===== src/rtl/hcube_pkg.sv =====
// Shared types and helpers for the hypercube router datapath.
package hcube_pkg;

  // Dimension selection policy for the route unit.
  typedef enum logic [1:0] {
    RM_LOWEST   = 2'd0,
    RM_HIGHEST  = 2'd1,
    RM_ADAPTIVE = 2'd2
  } route_mode_e;

  // Largest supported hypercube and the matching index width.
  localparam int MAX_DIM = 16;
  localparam int MAX_DW  = 4;

  // Route decision as handed to the crossbar arbiter.
  typedef struct packed {
    logic              core;
    logic [MAX_DW-1:0] dim;
    logic [MAX_DIM-1:0] rem;
  } route_dec_t;

  // Width of a dimension index; never narrower than one bit.
  function automatic int dim_w(input int d);
    return (d < 2) ? 1 : $clog2(d);
  endfunction

endpackage


===== src/rtl/hcube_prio_pick.sv =====
// Rotating priority encoder: finds the first set bit of req scanning
// upward from index start and wrapping at W-1 back to 0.
module hcube_prio_pick #(
  parameter int W  = 4,
  parameter int SW = 2
) (
  input  logic [W-1:0]  req,
  input  logic [SW-1:0] start,
  output logic [SW-1:0] idx,
  output logic          found
);

  logic [W-1:0] rot;
  logic [SW-1:0] off;
  logic [SW:0]   sum;

  // Rotate so that bit i of rot corresponds to request index start+i.
  assign rot   = W'({req, req} >> start);
  assign found = |rot;

  // Lowest set bit of the rotated vector is the offset from start.
  // NOTE: give every always_comb output a default first so no path leaves it unassigned (no latch).
  always_comb begin
    off = '0;
    for (int i = W - 1; i >= 0; i--) begin
      if (rot[i]) off = SW'(i);
    end
  end

  // Undo the rotation: start + offset, wrapped modulo W.
  assign sum = {1'b0, start} + {1'b0, off};
  assign idx = (sum >= (SW+1)'(W)) ? SW'(sum - (SW+1)'(W)) : sum[SW-1:0];

endmodule


===== src/rtl/hcube_route_unit.sv =====
// Hypercube route-computation stage: XORs the destination with this
// node's address and picks local delivery or the next dimension to
// traverse, behind a one-entry registered valid/ready output slice.
module hcube_route_unit
  import hcube_pkg::*;
#(
  parameter int             DIM       = 4,
  parameter logic [DIM-1:0] NODE_ADDR = '0,
  parameter int             MODE      = 0,
  parameter int             DW        = dim_w(DIM)
) (
  input  logic           clk,
  input  logic           rst_n,
  input  logic           in_valid,
  output logic           in_ready,
  input  logic [DIM-1:0] in_dest,
  input  logic [DIM-1:0] port_busy,
  output logic           out_valid,
  input  logic           out_ready,
  output logic           out_core,
  output logic [DW-1:0]  out_dim,
  output logic [DIM-1:0] out_rem
);

  localparam bit HIGHEST  = (MODE == int'(RM_HIGHEST));
  localparam bit ADAPTIVE = (MODE == int'(RM_ADAPTIVE));

  logic           accept;
  logic [DIM-1:0] diff, diff_rev, cand_free, cand, fwd_req;
  logic [DW-1:0]  rr_ptr, fwd_start, fwd_idx, rev_idx, hi_dim, pick_dim, ptr_next;
  logic           fwd_found, rev_found, pick_found;
  logic           core_next;
  logic [DW-1:0]  dim_next;
  logic [DIM-1:0] rem_next;

  // The slot frees up in the same cycle the consumer drains it.
  assign in_ready = !out_valid || out_ready;
  assign accept   = in_valid && in_ready;

  assign diff = in_dest ^ NODE_ADDR;

  // Prefer uncongested dimensions, but fall back to any differing one
  // so a fully busy mask never stalls the packet here.
  assign cand_free = diff & ~port_busy;
  assign cand      = (cand_free != '0) ? cand_free : diff;
  assign fwd_req   = ADAPTIVE ? cand : diff;
  assign fwd_start = ADAPTIVE ? rr_ptr : '0;

  // Bit-reverse the difference so a lowest-first search finds the highest bit.
  always_comb begin
    for (int i = 0; i < DIM; i++) diff_rev[i] = diff[DIM-1-i];
  end

  hcube_prio_pick #(.W(DIM), .SW(DW)) u_pick_fwd (
    .req   (fwd_req),
    .start (fwd_start),
    .idx   (fwd_idx),
    .found (fwd_found)
  );

  hcube_prio_pick #(.W(DIM), .SW(DW)) u_pick_rev (
    .req   (diff_rev),
    .start ('0),
    .idx   (rev_idx),
    .found (rev_found)
  );

  assign hi_dim     = DW'(DIM - 1) - rev_idx;
  assign pick_dim   = HIGHEST ? hi_dim : fwd_idx;
  assign pick_found = HIGHEST ? rev_found : fwd_found;

  // No differing bit means the packet has arrived.
  assign core_next = !pick_found;
  assign dim_next  = core_next ? '0 : pick_dim;
  assign rem_next  = core_next ? '0 : (diff & ~(DIM'(1) << pick_dim));
  assign ptr_next  = (pick_dim == DW'(DIM - 1)) ? '0 : pick_dim + DW'(1);

  // Output slice and adaptive pointer: load on accept, drop valid on drain.
  // NOTE: sequential state uses non-blocking assignments so all registers update from pre-edge values.
  always_ff @(posedge clk or negedge rst_n) begin
    if (!rst_n) begin
      out_valid <= 1'b0;
      out_core  <= 1'b0;
      out_dim   <= '0;
      out_rem   <= '0;
      rr_ptr    <= '0;
    end else if (accept) begin
      out_valid <= 1'b1;
      out_core  <= core_next;
      out_dim   <= dim_next;
      out_rem   <= rem_next;
      if (ADAPTIVE && !core_next) rr_ptr <= ptr_next;
    end else if (out_ready) begin
      out_valid <= 1'b0;
    end
  end

endmodule


===== config.mk =====
export PLATFORM = sky130hd
export DESIGN_NAME = hcube_route_unit
export DESIGN_NICKNAME = d
export VERILOG_FILES = /design/src/rtl/hcube_pkg.sv /design/src/rtl/hcube_prio_pick.sv /design/src/rtl/hcube_route_unit.sv
export SDC_FILE = /design/constraint.sdc
export NUM_CORES = 1
export LEC_CHECK = 0
export BUFFER_PORTS_ARGS = -buffer_cell sky130_fd_sc_hd__buf_2
export CORE_AREA = 5 5 42 44
export DETAILED_ROUTE_END_ITERATION = 10
export DIE_AREA = 0 0 47 49
export PLACE_DENSITY = 0.6
export RECOVER_POWER = 100
export SYNTH_ARGS = -nofsm -noshare
export SYNTH_HDL_FRONTEND = slang
export SYNTH_SLANG_ARGS = --single-unit

===== constraint.sdc =====
create_clock -name clk -period 1.5 [get_ports clk]
set_input_delay 0.3 -clock clk [delete_from_list [all_inputs] [get_ports clk]]
set_output_delay 0.3 -clock clk [all_outputs]
set_load 0.02 [all_outputs]

==> run_results.csv <==
group,metric,value,unit
drt,vias_per_cell,4.42,
power_and_ir_drop,p_sw,0.000139,W
drt,drc,0,
critical_path,cp-start-kind,"flip-flop",
drt,wl_per_cell,11.6,um
logic_synthesis,synth_warnings,0,
logic_synthesis,synth_simple_gate_area_frac,0.194,
grt,grt_start_max_net_pins,9,
placed_design,port_buffers,16,
logic_synthesis,synth-seq-cells,8,
sta,fmax,732,MHz
power_and_ir_drop,p_leak,0.219,nW
power_and_ir_drop,p_comb_frac,0.200,
flow_run,maxCapViolCount,0,
critical_path,worstPathRequired,1.20,ns
clocking,clk_path_buf_depth,2,
clocking,cts_resized,0,
logic_synthesis,synth_edf_count,0,
logic_synthesis,yosysSeqAreaShare,0.544,
clocking,root_buffer,"clkbuf_4",
critical_path,crit_arrival,1.07,ns
logic_synthesis,mappedNetlistArea,368,um2
drt,drt-initial-drc-count,3,
die,die_area,0.00230,mm2
power_and_ir_drop,power.internal,0.000362,W
clocking,ctsHtreeMaxLevel,1,
die,core_area,0.00140,mm2
grt,track_usage,0.0696,
outcome,status,"finished clean",
logic_synthesis,syn_inst,30,
clocking,clock-sinks,8,
die,io_pins,21,
critical_path,critPathCapture,"in_ready",
clocking,clk_pin_slew,0.05,ns
logic_synthesis,synth_top_area_frac,0.544,
power_and_ir_drop,switching_share,0.277,
logic_synthesis,synth_nets,42,
sta,fin_crit_sh,0.911,
logic_synthesis,synth_compound_area_frac,0.102,
hold_path,hold_path_class,"input port to flip-flop",
critical_path,crit_start,"out_valid",
finish,multi_input_area,134,um2
sta,fin_tns_setup,0,ns
logic_synthesis,synthMuxAreaShare,0.109,
logic_synthesis,synthAdderAreaFrac,0,
sta,fin_ws,0.133,ns
sta,relSlewSlack,0.715,
logic_synthesis,synth_most_common_cell,"dfrtp_1",
logic_synthesis,synth_top_family_by_area,"simple AND/OR/NAND/NOR gates",
grt,grt_pass1_vias,273,
logic_synthesis,synth_common_cells,"dfrtp_1 (8), inv_1 (2), mux2_4 (2), nor3_1 (2), o2bb2ai_1 (2)",
grt,grt_remaining_overflow,0,
sta,hold_viol,0,
drt,drtPass1Iterations,2,
drt,routed-via-count,287,
logic_synthesis,synth_flop_cell,"dfrtp_1",
sta,slew_viol_final,0,
sta,tightest_slew,0.428,ns
placed_design,dp_slack,0.275,ns
power_and_ir_drop,seq_power_share,0.491,
clocking,clk_latency,0.25,ns
power_and_ir_drop,p_clk_frac,0.309,
critical_path,r2r_start,"out_valid",
grt,antenna_found_initial,0,
critical_path,endpoint_kind,"output pin",
finish,drive_gt1_frac,0.224,
placed_design,dp_hpwl,590,um
sta,fin_skew,0.00576,ns
hold_path,hold_start,"in_valid",
critical_path,reg2reg_to,"out_dim[1]",
finish,n_fill_cell,162,
critical_path,worstRegToRegCells,3,
finish,num_antenna_cells,0,
logic_synthesis,ys_top_cells_by_area,"dfrtp_1 (54%), mux2_4 (8.2%), o2bb2ai_1 (4.8%)",
finish,regArea,200,um2
logic_synthesis,synth_top_area_cell,"dfrtp_1",
finish,nets,63,
sta,setup_violations,0,
die,die_x,47,um
critical_path,path_max_fanout,6,
sta,fin_worst_hold_slack,0.305,ns
sta,rsz0062_at_grt,"false",
die,fp.dieH,49,um
logic_synthesis,async_reset_ff_frac,1.00,
placed_design,place.gp.congestion,0.655,
sta,finalCriticalPeriod,1.37,ns
logic_synthesis,synth_cell_type_count,19,
finish,area_growth,25.5,%
logic_synthesis,synth-xor-area-share,0,
grt,grt_pass1_wl,1.10,mm
clocking,numCtsBuffers,3,
drt,ant_nets,0,
critical_path,crit_type,"flip-flop to output pin",
die,start_util,0.263,
power_and_ir_drop,ir_drop,387,uV
critical_path,reg2reg_slack,0.25,ns
clocking,cts_tree,"yes",
logic_synthesis,synth_area_per_cell,12.3,um2
power_and_ir_drop,power_density,1090,mW/mm2
die,num_rows,14,
drt,drt-total-wl,754,um
[power by group through the flow]
stage	Sequential [W]	Clock [W]	Combinational (W)
CTS	0.000246	0.000164	0.000116
detailed placement	0.000249	0	0.000113
global route	0.000248	0.000177	0.000110
finish	0.000246	0.000155	0.000100
global placement	0.000249	0	0.000112
floorplan	0.000275	0	0.0000430
[layout make-up]
class / count / area share
multi-input combinational: 19 / 0.290
tap: 16 / 0.0434
timing repair buffer: 17 / 0.168
clock buffer: 3 / 0.0488
sequential: 8 / 0.434
inverter: 2 / 0.0163
[metal layers]
| layer | share of wire | global-route usage | vias up |
|---|---|---|---|
| met5 | 0 | 0 | - |
| met4 | 0 | 0.0276 | 0 |
| met3 | 0.097 | 0.0554 | 0 |
| met2 | 0.50 | 0.106 | 13 |
| met1 | 0.40 | 0.0677 | 130 |
| li1 | - | - | 144 |
[cell families (layout without fill, tap and decap cells)]
group                  count (synthesis)  count (layout)
AO/OA/AOI/OAI                          5               5
buffers and inverters                  3              22
flip-flops                             8               8
multiplexers                           3               3
AND/OR/NAND/NOR                       11              11
[worst max-delay path: stages (launching register included)]
cell and delay [ns]:
dfrtp_1 0.37, nand2b_1 0.18, clkbuf_1 0.27
[flip-flops by register name (all words and copies together) (netlist names)]
| register | flops |
|---|---|
| out_dim | 2 |
| out_rem | 4 |
| out_valid | 1 |
| out_core | 1 |
[through the flow]
step,power [W],instances,cell area [um2],utilization
finish,0.000501,65,462,0.329
global placement,0.000361,61,457,0.326
global route,0.000536,65,462,0.329
detailed placement,0.000362,61,457,0.326
CTS,0.000526,65,489,0.349
floorplan,0.000318,30,368,-
[worst min-delay path by stage]
stage	to	slack (ns)	cells after the start
finish	out_valid	0.30	2
detailed placement	out_core	0.15	1
global placement	out_valid	0.15	1
CTS	out_valid	0.33	2
global route	out_valid	0.31	2
floorplan	out_core	0.004	0
[cells in the final DEF, fill, tap and decap left out, drive strengths merged]
cell type and n:
a21bo 1, a21oi 1, and2 1, buf 6
clkbuf 13, dfrtp 8, dlygate4sd3 1, inv 2
mux2 2, mux2i 1, nand2 1, nand2b 1
nand3 1, nand3b 1, nand4 1, nor2 1
nor3 2, nor4 1, o21ai 1, o2bb2ai 2
or2b 1
[what timing repair did]
action                                 4_1_cts  5_1_grt
hold buffers                                 1        0
endpoints found under the hold margin        8        0
setup buffers                                0        0
Note: power is estimated with default switching activity, not from simulation.
